### src/rtl/usr_cmd_seq.sv
// ---------------------------------------------------------------------------
// usr_cmd_seq -- command sequencer for a W-bit universal shift register (USR).
//
// Takes one command at a time over a valid/ready handshake and turns it into
// a cycle-by-cycle USR MODE/DATAIN stream. Rotates are built from the USR's
// own serial shift modes by feeding the bit that falls off one end back in
// on the other end, using the USR DATAOUT (usr_q).
//
// Ports:
//   clock      in   rising-edge clock
//   reset      in   asynchronous, active-low reset
//   cmd_valid  in   command present
//   cmd_ready  out  command can be accepted (IDLE only)
//   cmd_op     in   0 LOAD, 1 SHR, 2 SHL, 3 ROTR, 4 ROTL, 5 CLEAR, 6-7 illegal
//   cmd_cnt    in   shift/rotate step count (ignored by LOAD/CLEAR)
//   cmd_data   in   parallel load word
//   cmd_fill   in   serial fill bit for SHR/SHL
//   usr_q      in   USR DATAOUT feedback
//   usr_mode   out  USR MODE: 00 hold, 01 shr, 10 shl, 11 load (registered)
//   usr_din    out  USR DATAIN (combinational)
//   busy       out  high while a command is in progress (RUN, DONE)
//   done       out  one-cycle completion pulse
//   err        out  one-cycle pulse with done for an illegal op
// ---------------------------------------------------------------------------
module usr_cmd_seq #(
  parameter int W  = 4,
  parameter int CW = 3
) (
  input  logic          clock,
  input  logic          reset,
  input  logic          cmd_valid,
  output logic          cmd_ready,
  input  logic [2:0]    cmd_op,
  input  logic [CW-1:0] cmd_cnt,
  input  logic [W-1:0]  cmd_data,
  input  logic          cmd_fill,
  input  logic [W-1:0]  usr_q,
  output logic [1:0]    usr_mode,
  output logic [W-1:0]  usr_din,
  output logic          busy,
  output logic          done,
  output logic          err
);

  typedef enum logic [1:0] {
    S_IDLE = 2'd0,
    S_RUN  = 2'd1,
    S_DONE = 2'd2
  } state_e;

  localparam logic [2:0] OP_LOAD  = 3'd0;
  localparam logic [2:0] OP_SHR   = 3'd1;
  localparam logic [2:0] OP_SHL   = 3'd2;
  localparam logic [2:0] OP_ROTR  = 3'd3;
  localparam logic [2:0] OP_ROTL  = 3'd4;
  localparam logic [2:0] OP_CLEAR = 3'd5;

  localparam logic [1:0] MODE_HOLD = 2'b00;
  localparam logic [1:0] MODE_SHR  = 2'b01;
  localparam logic [1:0] MODE_SHL  = 2'b10;
  localparam logic [1:0] MODE_LOAD = 2'b11;

  state_e        state_q, state_d;
  logic [2:0]    op_q, op_d;
  logic [CW-1:0] remain_q, remain_d;   // doubles as the latched step count
  logic [W-1:0]  data_q, data_d;
  logic          fill_q, fill_d;
  logic [1:0]    mode_q, mode_d;

  // NOTE: every variable assigned in this block gets a default first, so no
  // path through the case statements can leave one unassigned and infer a latch.
  always_comb begin
    state_d  = state_q;
    op_d     = op_q;
    remain_d = remain_q;
    data_d   = data_q;
    fill_d   = fill_q;
    mode_d   = mode_q;

    unique case (state_q)
      S_IDLE: begin
        if (cmd_valid) begin
          op_d   = cmd_op;
          data_d = cmd_data;
          fill_d = cmd_fill;
          unique case (cmd_op)
            OP_LOAD, OP_CLEAR: begin
              state_d  = S_RUN;
              remain_d = CW'(1);
              mode_d   = MODE_LOAD;
            end
            OP_SHR, OP_ROTR, OP_SHL, OP_ROTL: begin
              remain_d = cmd_cnt;
              // A zero-step shift completes without touching the USR.
              if (cmd_cnt != '0) begin
                state_d = S_RUN;
                mode_d  = (cmd_op == OP_SHR || cmd_op == OP_ROTR) ? MODE_SHR : MODE_SHL;
              end else begin
                state_d = S_DONE;
              end
            end
            default: begin
              // Illegal op: report through err in DONE, USR left alone.
              state_d  = S_DONE;
              remain_d = '0;
            end
          endcase
        end
      end
      S_RUN: begin
        remain_d = remain_q - CW'(1);
        if (remain_q == CW'(1)) begin
          state_d = S_DONE;
          mode_d  = MODE_HOLD;
        end
      end
      S_DONE: begin
        state_d = S_IDLE;
      end
      default: begin
        state_d = S_IDLE;
        mode_d  = MODE_HOLD;
      end
    endcase
  end

  // NOTE: sequential state uses non-blocking assignments so every register
  // samples its pre-edge inputs, independent of block evaluation order.
  always_ff @(posedge clock or negedge reset) begin
    if (!reset) begin
      state_q  <= S_IDLE;
      op_q     <= '0;
      remain_q <= '0;
      data_q   <= '0;
      fill_q   <= 1'b0;
      mode_q   <= MODE_HOLD;
    end else begin
      state_q  <= state_d;
      op_q     <= op_d;
      remain_q <= remain_d;
      data_q   <= data_d;
      fill_q   <= fill_d;
      mode_q   <= mode_d;
    end
  end

  // Serial input bit for the current step; rotates recycle the bit that is
  // about to leave the register.
  always_comb begin
    usr_din = '0;
    if (state_q == S_RUN) begin
      unique case (op_q)
        OP_LOAD:        usr_din = data_q;
        OP_SHR, OP_SHL: usr_din = {{(W-1){1'b0}}, fill_q};
        OP_ROTR:        usr_din = {{(W-1){1'b0}}, usr_q[0]};
        OP_ROTL:        usr_din = {{(W-1){1'b0}}, usr_q[W-1]};
        default:        usr_din = '0;
      endcase
    end
  end

  assign usr_mode  = mode_q;
  assign cmd_ready = (state_q == S_IDLE);
  assign busy      = (state_q != S_IDLE);
  assign done      = (state_q == S_DONE);
  assign err       = (state_q == S_DONE) && (op_q[2:1] == 2'b11);

endmodule
### config.mk
export PLATFORM = sky130hd
export DESIGN_NAME = usr_cmd_seq
export DESIGN_NICKNAME = d
export VERILOG_FILES = /design/src/rtl/usr_cmd_seq.sv
export SDC_FILE = /design/constraint.sdc
export NUM_CORES = 1
export LEC_CHECK = 0
export BUFFER_PORTS_ARGS = -buffer_cell sky130_fd_sc_hd__buf_2
export CAP_MARGIN = 20
export CELL_PAD_IN_SITES_DETAIL_PLACEMENT = 0
export CELL_PAD_IN_SITES_GLOBAL_PLACEMENT = 1
export CORE_AREA = 3 3 55 57
export CTS_CLUSTER_DIAMETER = 150
export DETAILED_ROUTE_END_ITERATION = 6
export DIE_AREA = 0 0 58 60
export PLACE_DENSITY = 0.86
export RECOVER_POWER = 25
export SLEW_MARGIN = 20
export SYNTH_ARGS = -nofsm -noshare
export SYNTH_HDL_FRONTEND = slang
export SYNTH_SLANG_ARGS = --single-unit
### constraint.sdc
create_clock -name clock -period 1.6 [get_ports clock]
set_input_delay 0.32 -clock clock [delete_from_list [all_inputs] [get_ports clock]]
set_output_delay 0.32 -clock clock [all_outputs]
set_load 0.01 [all_outputs]
### After elaboration in Yosys (flattened, before gate mapping)

Cells that the tools add are included.

* $add $sub $neg: 1
* equality and inequality tests: 17
* mux-type cells: 16
* bitwise operators: 1
* reduce and logical (&&, ||, !) cells: 15

Operators with widths (count)
* 4-bit one-hot mux with 4 select lines: 1
* 2-bit 2-to-1 mux: 7
* 3-bit by 2-bit == test with 1-bit output, second input constant: 4
* 2-bit one-hot mux with 2 select lines: 3
* 3-bit one-hot mux with 2 select lines: 2
* 3-bit by 1-bit == test with 1-bit output, second input constant: 3
* 3-bit == test, second input constant: 3
* 3-bit logical NOT: 2
* 2-bit one-hot mux with 3 select lines: 1
* 2-bit AND reduction: 3
* 5-bit AND reduction: 1
* 2-bit == test, second input constant: 2
* 4-bit 2-to-1 mux: 1
* 2-bit inequality test, second input constant: 2
* 2-bit nonzero test: 2
* 2-bit OR reduction: 2
* 4-bit OR reduction: 1
* 3-bit 2-to-1 mux: 1
* 3-bit by 1-bit inequality test with 1-bit output, second input constant: 1
* 3-bit inequality test, second input constant: 1
* 3-bit nonzero test: 1
* 3-bit by 1-bit subtractor with 3-bit output, second input constant: 1
* 2-bit by 1-bit == test with 1-bit output, second input constant: 1
* 2-bit logical NOT: 1
* 3 further kinds: 3

* register bits: 15
* output and inout port bits: 10

### Longest topological paths before layout

Gate-level depths: netlist of run 1.

* depth in word-level cells: 7
* depth in mapped cells: 6
* depth with buffers taken out: 6

### Least setup slack after synthesis of run 1

Ideal clock, no wire load.

* path type: register to output
* start: register state_q[1]
* end: output usr_din[1]
* data arrival time: 1.148 ns
* setup slack: 0.132 ns
* stages on the path, launching flop included: 5
* buffers on the path: 1
* cell sequence: dfrtp_1 buf_2 nand2b_1 nor4_1 and2_1

* cells in the longest elaborated chain, start to end: 2

RTL lines
* start, declared: RTL line 63 `state_e state_q, state_d;`
* start signal, assigned: RTL line 138 `state_q <= state_d;`
* 2-bit by 1-bit == test with 1-bit output: RTL line 151 `if (state_q == S_RUN) begin`
* 4-bit 2-to-1 mux: RTL line 151
* end, declared: RTL line 39 `output logic [W-1:0] usr_din,`

No other way between the ends.

### Worst setup path in the final report of run 1

* start: register op_q[0]
* end: output usr_din[0]

* cells in the longest elaborated chain, start to end: 4

RTL lines
* start, declared: RTL line 64 `logic [2:0] op_q, op_d;`
* start signal, assigned: RTL line 139 `op_q <= op_d;`
* 3-bit by 1-bit == test with 1-bit output or 3-bit by 2-bit == test with 1-bit output (tied branches): RTL line 152 `unique case (op_q)`
* 2-bit OR reduction: RTL line 152
* 4-bit one-hot mux with 4 select lines *: RTL line 152
* 4-bit 2-to-1 mux *: RTL line 151

Every way passes the cells marked *; elsewhere a longest branch is shown, timed or not.

==> results.txt, run 1 <==
Maximum number of pins on one net before global-route repair - 16
DRC viols - 0
Adder-Cell Fraction of Synth Area - 2.71%
Maximum clock rate - 0.570 GHz
Worst-path fanout max - 6
Area growth syn-to-layout - 27.6%
Crit path setup slack, layout - -0.155 ns
CTS HTree Levels - 1
Worst ir drop on vdd - 705 uV
Max_cap viols - 0
Dpl hpwl - 1.69 mm
WL per Instance - 12.6 um
Multiplexer area fraction after synthesis - 1.08%
Leakage - 0.587 nW
Largest family of logic cells by synthesized area - simple AND/OR/NAND/NOR gates
Non-filler cells, final - 176
Die area - 0.00348 sq mm
Initial antenna violation count - 0
Final setup violation count - 4
Via-to-Cell Ratio - 4.99
Met1 Wirelength - 984 um
# diodes - 0
Post-Synthesis Net Count - 134
Fin. max-slew vios - 0
Root buffer cell - clkbuf_4
Vias in the first global route - 858
R2r startpoint - state_q[0]$_DFFE_PN0P_
Setup TNS - -0.517 ns
Nets - 167
Post-DRT Antenna Nets - 0
Compound-cell area share of the yosys netlist - 17.3%
Synth Register Bits - 15
Sequential area share after synthesis - 40.6%
Worst Min Path Start - cmd_data[2]
WP data required - 1.28 ns
Routability cong. - 0.813
Wire length on met2 - 1.13 mm
# rows - 18
DR top layer - met4
Synth unique cells - 33
Initial DRC Count - 16
Cells after DPL - 168
Yosys warns - 0
Final min period - 1.76 ns
Port bufs - 25
Commonest non-fill, non-tap cells in the layout - nand2_1, buf_2, dfrtp_1
Clock Latency Late Sink - 0.28 ns
Startpoint Class - register
Synth Instances - 114
First-pass GRT wire length - 3.62 mm
Tot GR Track Use - 13.6%
PwrDens - 1690 mW/mm^2
Clock sink count - 15
End of the worst hold path - data_q[2]$_DFFE_PN0P_
Hold Crit Depth - 3
Post-synthesis xor/xnor area fraction - 2.84%
Worst reg2reg path endpoint - usr_mode[0]$_DFFE_PN0P_
Total Wirelength - 2.22 mm
Commonest non-fill, non-tap cell in the layout - nand2_1
Clk_skew - 0.00854 ns
Run status - finished, violations left
Mapped Area - 925 sq um
Cells on worst reg2reg path - 6
Mapped Avg Cell Area - 8.11 sq um
Failing checks - negative setup slack
Number of top-level pins - 28
Reg2Reg Setup Slack - 0.17 ns
Final Hold Fails - 0
Unrepaired setup endpoints after global routing - true
Hold crit path type - input port to register
CTS tree - built
Least-Margin Pin Slew - 0.836 ns
Die span in y - 60 um
Simple-gate area share of the yosys netlist - 28.7%
Setup Crit Path Kind - register to output port
Die width - 58 um
Worst EP arrival - 1.44 ns
Period utilisation layout - 110%
Met3 WL - 80 um
Initial core utilization - 36.7%
Worst-path clk slew - 0.09 ns
Core area - 0.00252 sq mm
Overflow after GRT - 0
Max_slew headroom - 44.3%
Vias after detailed routing - 878
Ratio of cells with drive above 1 in the final layout - 30.1%
Drt first pass iters - 4
Num CTS Buffers - 3
Clock Path Buffers - 2
CP Capture Type - output port
-- cells in the mapped netlist --
cell	number	share of area [%]
and2_1	3	2.0
o22ai_1	3	2.0
a221oi_2	1	1.6
a211oi_1	1	0.81
and3_1	1	0.68
a31oi_1	1	0.68
a211o_1	1	0.95
or2b_1	1	0.81
dfrtp_1	15	41
or3b_1	1	0.95
nor4b_1	1	0.95
o221ai_1	1	0.95
nor4_1	1	0.68
nor3_1	4	2.2
o211ai_1	5	4.1
nand2_1	29	12
mux2i_1	1	1.1
buf_2	4	2.2
a21oi_1	2	1.1
xnor2_1	2	1.9
nor2b_1	4	2.7
a21boi_1	1	0.81
inv_1	8	3.2
a2111oi_2	1	1.6
or2_2	1	0.68
clkbuf_2	1	0.54
xor2_1	1	0.95
o21ai_0	5	2.7
nand2b_1	2	1.4
nand3_1	2	1.1
ha_1	2	2.7
buf_4	1	0.81
nor2_1	7	2.8
-- routing by layer --
layer  track usage (%)  up-vias
li1                  -      449
met1              16.0      407
met2              24.5       20
met3              1.30        2
met4              6.95        0
met5                 0        -
-- layout make-up --
cell class              count  area [sq um]
inverters                   8          30.0
multi-input cells          85           507
flip-flops and latches     15           377
clock buffers               3          22.5
clock inverters             1          5.00
repair buffers             34           201
fillers                   280          1340
well taps                  30          37.5
-- power by group --
| group | total [mW] | internal [mW] | switching [mW] |
|---|---|---|---|
| clock | 0.214 | 0.0927 | 0.121 |
| combinational | 1.05 | 0.493 | 0.555 |
| sequential | 0.726 | 0.568 | 0.159 |
-- worst max-delay path, stage by stage (launching register included) --
cell and delay [ns]:
dfrtp_2 0.46, mux2i_1 0.13, a211o_1 0.30, a21oi_2 0.12, buf_2 0.14
-- worst max path at each step --
stage,start,end,slack (ns)
3_3_place_gp,op_q[0]$_DFFE_PN0P_,usr_din[1],0.13
2_1_floorplan,state_q[1]$_DFFE_PN0P_,usr_din[1],0.13
5_1_grt,op_q[0]$_DFFE_PN0P_,usr_din[0],-0.23
6_report,op_q[0]$_DFFE_PN0P_,usr_din[0],-0.16
3_5_place_dp,op_q[0]$_DFFE_PN0P_,usr_din[3],0.10
4_1_cts,op_q[0]$_DFFE_PN0P_,usr_din[0],-0.18
-- timing repair --
action / CTS / global route
pin swaps: 1 / 0
endpoints found under the hold margin: 15 / 0
gates resized for setup: 4 / 4
setup endpoints to repair: 6 / 7
setup buffers: 0 / 3
hold buffers: 1 / 0
-- per-stage QoR --
step	setup WS, ns	hold WS (ns)	total power, mW	instance area (sq um)	utilization [%]
floorplan	0.132	0.0244	1.34	925	-
CTS	-0.178	0.209	1.93	1140	45.3
detailed placement	0.103	0.251	1.68	1090	43.3
global route	-0.234	0.225	2.16	1180	46.8
finish	-0.155	0.219	1.99	1180	46.8
global placement	0.131	0.234	1.63	1090	43.3
-- cells by family after synthesis --
| kind of cell | after synthesis |
|---|---|
| multiplexers | 1 |
| AO/OA/AOI/OAI | 22 |
| adder cells (fa/ha/maj) | 2 |
| buffers and inverters | 14 |
| flip-flops | 15 |
| XOR/XNOR | 3 |
| AND/OR/NAND/NOR | 57 |
-- sequential cells by signal, indices dropped and copies added, names as in the netlist --
register / count
data_q: 4
op_q: 3
remain_q: 3
state_q: 2
usr_mode: 2
fill_q: 1
(Power assumes the default switching activity.)
==> run 2, diff against run 1 <==
--- a/config.mk
+++ b/config.mk
@@ -14,7 +14,6 @@
 export DETAILED_ROUTE_END_ITERATION = 6
 export DIE_AREA = 0 0 58 60
 export PLACE_DENSITY = 0.86
-export RECOVER_POWER = 25
 export SLEW_MARGIN = 20
 export SYNTH_ARGS = -nofsm -noshare
 export SYNTH_HDL_FRONTEND = slang
==> run 2 against run 1 <==
  * The flow still finishes with violations (negative setup slack)
  * Non-clock buffer count is the same
  * Critical path depth is the same
  * Sequential share of layout area is essentially flat
  * Fmax shrank 0.28%
  * Combinational power is essentially flat
  * Routed wire length grew 0.18%
  * Final cell count is the same
  * Hold slack lost 0.0016 ns
  * Largest cell class unchanged
  * Largest power group unchanged
==> results.txt, run 2 (synthesis gave the netlist of run 1 again) <==
Clock sink count - 15
Clock Power Share - 10.8%
Post-DRT Antenna Nets - 0
Unrepaired setup endpoints after global routing - true
CP max-delay cell - dfrtp_2
Maximum clock rate - 0.568 GHz
Leakage - 0.590 nW
Non-filler cells, final - 176
Setup Crit Path Kind - register to output port
Final setup violation count - 4
CP delay by family, top - flip-flops
Total Wirelength - 2.23 mm
Commonest non-fill, non-tap cells in the layout - nand2_1, buf_2, dfrtp_1
Tot GR Track Use - 13.6%
Worst ir drop on vdd - 709 uV
CTS tree - built
Period utilisation layout - 110%
Final Hold Fails - 0
Clk_skew - 0.0107 ns
Switching Power - 0.838 mW
Comb pwr share - 52.7%
WP data required - 1.28 ns
Worst-path fanout max - 6
Drt first pass iters - 4
Final min period - 1.76 ns
WL per Instance - 12.7 um
Die width - 58 um
Worst EP arrival - 1.44 ns
Max_cap viols - 0
Internal power consumption - 1.15 mW
# rows - 18
# diodes - 0
Run status - finished, violations left
DRC viols - 0
Commonest non-fill, non-tap cell in the layout - nand2_1
Initial antenna violation count - 0
Routability cong. - 0.813
Die span in y - 60 um
Flop pwr share - 36.5%
Core area - 0.00252 sq mm
Hold crit path type - input port to register
Failing checks - negative setup slack
Via-to-Cell Ratio - 4.94
Port bufs - 25
Worst-path clk slew - 0.10 ns
CTS HTree Levels - 1
Initial core utilization - 36.7%
Clock Latency Late Sink - 0.28 ns
Maximum number of pins on one net before global-route repair - 16
Startpoint Class - register
CP Capture Type - output port
First-pass GRT wire length - 3.62 mm
Vias in the first global route - 858
Total power - 1.99 mW
Dpl hpwl - 1.69 mm
Sequence of cells on the critical path - mux2i_1 > a211o_1 > a21oi_2 > buf_2
Max_slew headroom - 74.8%
Worst path bufs/invs - 1
Number of top-level pins - 28
Cells after DPL - 168
Clock Path Buffers - 2
Area growth syn-to-layout - 27.7%
Vias after detailed routing - 869
Fin. max-slew vios - 0
Nets - 167
Sw Share - 42.1%
Largest registers - data_q x4, op_q x3, remain_q x3
Worst hold slack - 0.218 ns
CP max stage delay - 0.47 ns
Num CTS Buffers - 3
PwrDens - 1690 mW/mm^2
Initial DRC Count - 16
Die area - 0.00348 sq mm
Crit path setup slack, layout - -0.160 ns
Least-Margin Pin Slew - 0.376 ns
Root buffer cell - clkbuf_4
Most flop-heavy register - data_q
Overflow after GRT - 0
Max reg flops - 4
Ratio of cells with drive above 1 in the final layout - 30.8%
[run 2: area by class of cell]
type / count / area (sq um)
Clock inverter: 1 / 5.00
Fill cell: 279 / 1340
Clock buffer: 3 / 22.5
Tap cell: 30 / 37.5
Timing Repair Buffer: 34 / 203
Multi-Input combinational cell: 85 / 507
Sequential cell: 15 / 377
Inverter: 8 / 30.0
[run 2: worst min-delay path: stages]
cell     delay [ns]
buf_2          0.07
nand2_1        0.04
nand2_1        0.05
[run 2: final timing paths]
kind	from	depth (start not counted)	endpoint	slack, ns
min in group asynchronous	reset	2	usr_mode[1]$_DFFE_PN0P_	0.48
hold / removal	cmd_data[2]	3	data_q[2]$_DFFE_PN0P_	0.22
hold reg to reg	data_q[0]$_DFFE_PN0P_	2	data_q[0]$_DFFE_PN0P_	0.48
setup reg to reg	state_q[0]$_DFFE_PN0P_	6	usr_mode[0]$_DFFE_PN0P_	0.17
max in group asynchronous	reset	2	op_q[0]$_DFFE_PN0P_	0.86
setup / recovery	op_q[0]$_DFFE_PN0P_	4	usr_din[0]	-0.16
[run 2: power by group through the flow]
stage	registers, mW	clock network, mW	logic [mW]
detailed placement	0.717	0	0.961
finish	0.727	0.214	1.05
floorplan	0.686	0	0.651
CTS	0.720	0.225	0.986
global placement	0.707	0	0.927
global route	0.746	0.242	1.17
[run 2: repair_timing]
action,CTS,global route
setup buffers,0,3
gates resized for setup,4,4
hold buffers,1,0
endpoints found under the setup margin,6,7
endpoints found under the hold margin,15,0
pin swaps,1,0
[run 2: metal layers]
metal	vias up	track usage, %	share of wire, %
li1	448	-	-
met1	401	16.0	46
met2	18	24.5	50
met3	2	1.30	2.7
met4	0	6.95	1.3
met5	-	0	0
[run 2: stage by stage]
step	cell area (sq um)	setup slack, ns	TNS (ns)	util, %
final	1180	-0.160	-0.527	46.8
after global routing	1180	-0.234	-0.830	46.8
after CTS	1140	-0.178	-0.575	45.3
after detailed placement	1090	0.103	0	43.3
after global placement	1090	0.131	0	43.3
after floorplan	925	0.132	0	-
==> run 3, diff against run 2 <==
--- a/config.mk
+++ b/config.mk
@@ -5,7 +5,7 @@
 export SDC_FILE = /design/constraint.sdc
 export NUM_CORES = 1
 export LEC_CHECK = 0
-export BUFFER_PORTS_ARGS = -buffer_cell sky130_fd_sc_hd__buf_2
+export BUFFER_PORTS_ARGS = -buffer_cell sky130_fd_sc_hd__buf_4
 export CAP_MARGIN = 20
 export CELL_PAD_IN_SITES_DETAIL_PLACEMENT = 0
 export CELL_PAD_IN_SITES_GLOBAL_PLACEMENT = 1
@@ -18,3 +18,4 @@
 export SYNTH_ARGS = -nofsm -noshare
 export SYNTH_HDL_FRONTEND = slang
 export SYNTH_SLANG_ARGS = --single-unit
+export TNS_END_PERCENT = 10
==> run 3 against run 2 <==
  * The flow still finishes with violations (negative setup slack)
  * Critical path depth did not move
  * Fmax rose by 0.53%
  * Register-to-register slack got worse by 0.02 ns
  * Clock skew fell by 0.0033 ns
  * Worst setup slack improved by 0.0093 ns
  * Largest cell class unchanged
  * Sequential share of layout area fell by 0.72 points
  * Sequential cell count did not move
  * Via count rose by 0.23%
  * Core utilization rose by 1.2 points
  * Global-route usage rose by 0.36 points
  * Count of clock-buffer cells in the layout did not move
  * Hold slack improved by 0.0095 ns
  * Largest power group unchanged
==> results.txt, run 3 (synthesis gave the netlist of run 1 again) <==
Worst reg2reg path endpoint - usr_mode[0]$_DFFE_PN0P_
Leakage - 0.587 nW
Max_cap viols - 0
Filler cells - 262
Vias after detailed routing - 871
Fin. max-slew vios - 0
Setup TNS - -0.521 ns
WP data required - 1.28 ns
Unrepaired setup endpoints after global routing - true
Clock sink count - 15
DR top layer - met4
Commonest non-fill, non-tap cell in the layout - buf_4
Maximum number of pins on one net before global-route repair - 16
Worst-path clk slew - 0.09 ns
R2r startpoint - remain_q[1]$_DFFE_PN0P_
Sw Share - 41.4%
Tot GR Track Use - 14.0%
Final Hold Fails - 0
CTS tree - built
Worst EP arrival - 1.43 ns
Most flop-heavy register - data_q
Least-Margin Pin Slew - 0.408 ns
Clock Path Buffers - 2
Clock Latency Late Sink - 0.28 ns
WL per Instance - 12.6 um
Register area - 378 sq um
# diodes - 0
Total Wirelength - 2.18 mm
Switching Power - 0.823 mW
CTS HTree Levels - 1
Initial antenna violation count - 0
Post-CTS setup buffer count - 0
Root buffer cell - clkbuf_4
Worst-path fanout max - 6
Worst hold slack - 0.227 ns
Comb pwr share - 52.4%
Met3 WL - 70 um
Vias in the first global route - 841
Initial core utilization - 36.7%
Maximum clock rate - 0.571 GHz
Crit path setup slack, layout - -0.151 ns
Met1 Wirelength - 1.01 mm
Die area - 0.00348 sq mm
Setup Crit Path Kind - register to output port
Final setup violation count - 4
Die span in y - 60 um
Util after Layout - 48.1%
DRC viols - 0
Period utilisation layout - 109%
Overflow after GRT - 0
Clock Power Share - 10.5%
Ratio of cells with drive above 1 in the final layout - 29.4%
PwrDens - 1640 mW/mm^2
Commonest non-fill, non-tap cells in the layout - buf_4, nand2_1, dfrtp_1
Number of top-level pins - 28
CP Capture Type - output port
Cells on worst reg2reg path - 6
Final min period - 1.75 ns
Startpoint Class - register
Wire length on met2 - 1.06 mm
Failing checks - negative setup slack
Internal power consumption - 1.16 mW
Flop pwr share - 37.2%
Num CTS Buffers - 3
Reg2Reg Setup Slack - 0.15 ns
Clk_skew - 0.00739 ns
Via-to-Cell Ratio - 5.03
Run status - finished, violations left
Dpl hpwl - 1.68 mm
Initial DRC Count - 16
Critical path destination - usr_din[0]
Placement Setup Slack - 0.0659 ns
Worst Min Path Start - cmd_data[2]
Worst ir drop on vdd - 1090 uV
Post-DRT Antenna Nets - 0
Core area - 0.00252 sq mm
Routability cong. - 0.760
Hold crit path type - input port to register
Area of the multi-input gates - 504 sq um
Largest registers - data_q x4, op_q x3, remain_q x3
First-pass GRT wire length - 3.71 mm
Port bufs - 25
# rows - 18
Max reg flops - 4
Critical Path Start - op_q[0]$_DFFE_PN0P_
Die width - 58 um
Total power - 1.99 mW
Nets - 164
Max_slew headroom - 72.6%
Area growth syn-to-layout - 31.1%
Drt first pass iters - 4
run 3: cell types whose count changed in the layout (fill, tap and decap cells not counted):
cell and delta:
nor2_4 +1, buf_6 -2, nor2b_1 +1, buf_4 +24, dfrtp_2 +1, nor2_2 -1
buf_2 -25, dfrtp_1 -1, nor2b_4 -1
run 3: power groups by stage:
stage	registers, mW	clock network (mW)	logic (mW)
floorplan	0.686	0	0.651
global placement	0.721	0	0.975
detailed placement	0.726	0	1.01
CTS	0.729	0.216	1.04
global route	0.770	0.233	1.17
finish	0.739	0.208	1.04
run 3: final cells by class:
class	instances	share of cell area, %
Timing Repair Buffer	31	19.4
Multi-Input combinational cell	85	41.6
Clock inverter	1	0.413
Clock buffer	3	1.86
Tap cell	30	3.10
Sequential cell	15	31.2
Inverter	8	2.48
run 3: worst min-delay path by stage:
stage | end | slack (ns) | depth (start not counted)
after CTS | data_q[2]$_DFFE_PN0P_ | 0.22 | 3
after global routing | data_q[2]$_DFFE_PN0P_ | 0.21 | 3
after global placement | remain_q[1]$_DFFE_PN0P_ | 0.18 | 1
after detailed placement | usr_mode[0]$_DFFE_PN0P_ | 0.19 | 1
after floorplan | data_q[0]$_DFFE_PN0P_ | 0.02 | 0
final | data_q[2]$_DFFE_PN0P_ | 0.23 | 3
run 3: routing by layer:
layer	GRT usage, %	vias to the layer above
met5	0	-
met1	17.3	412
li1	-	443
met2	23.7	14
met4	5.96	0
met3	2.59	2
run 3: per-stage QoR:
step / area, sq um / instances
global placement: 1150 / 168
finish: 1210 / 173
global route: 1210 / 173
CTS: 1210 / 173
floorplan: 925 / 114
detailed placement: 1150 / 168
run 3: repair_timing:
action	CTS	global route
endpoints found under the hold margin	15	0
endpoints found under the setup margin	6	7
resized for setup	4	2
hold buffers	1	0
pin swaps	1	0
run 3: critical path, stage by stage (launching register included):
cell and delay [ns]:
dfrtp_2 0.46, mux2i_1 0.13, a211o_1 0.31, a21oi_2 0.12, buf_4 0.13
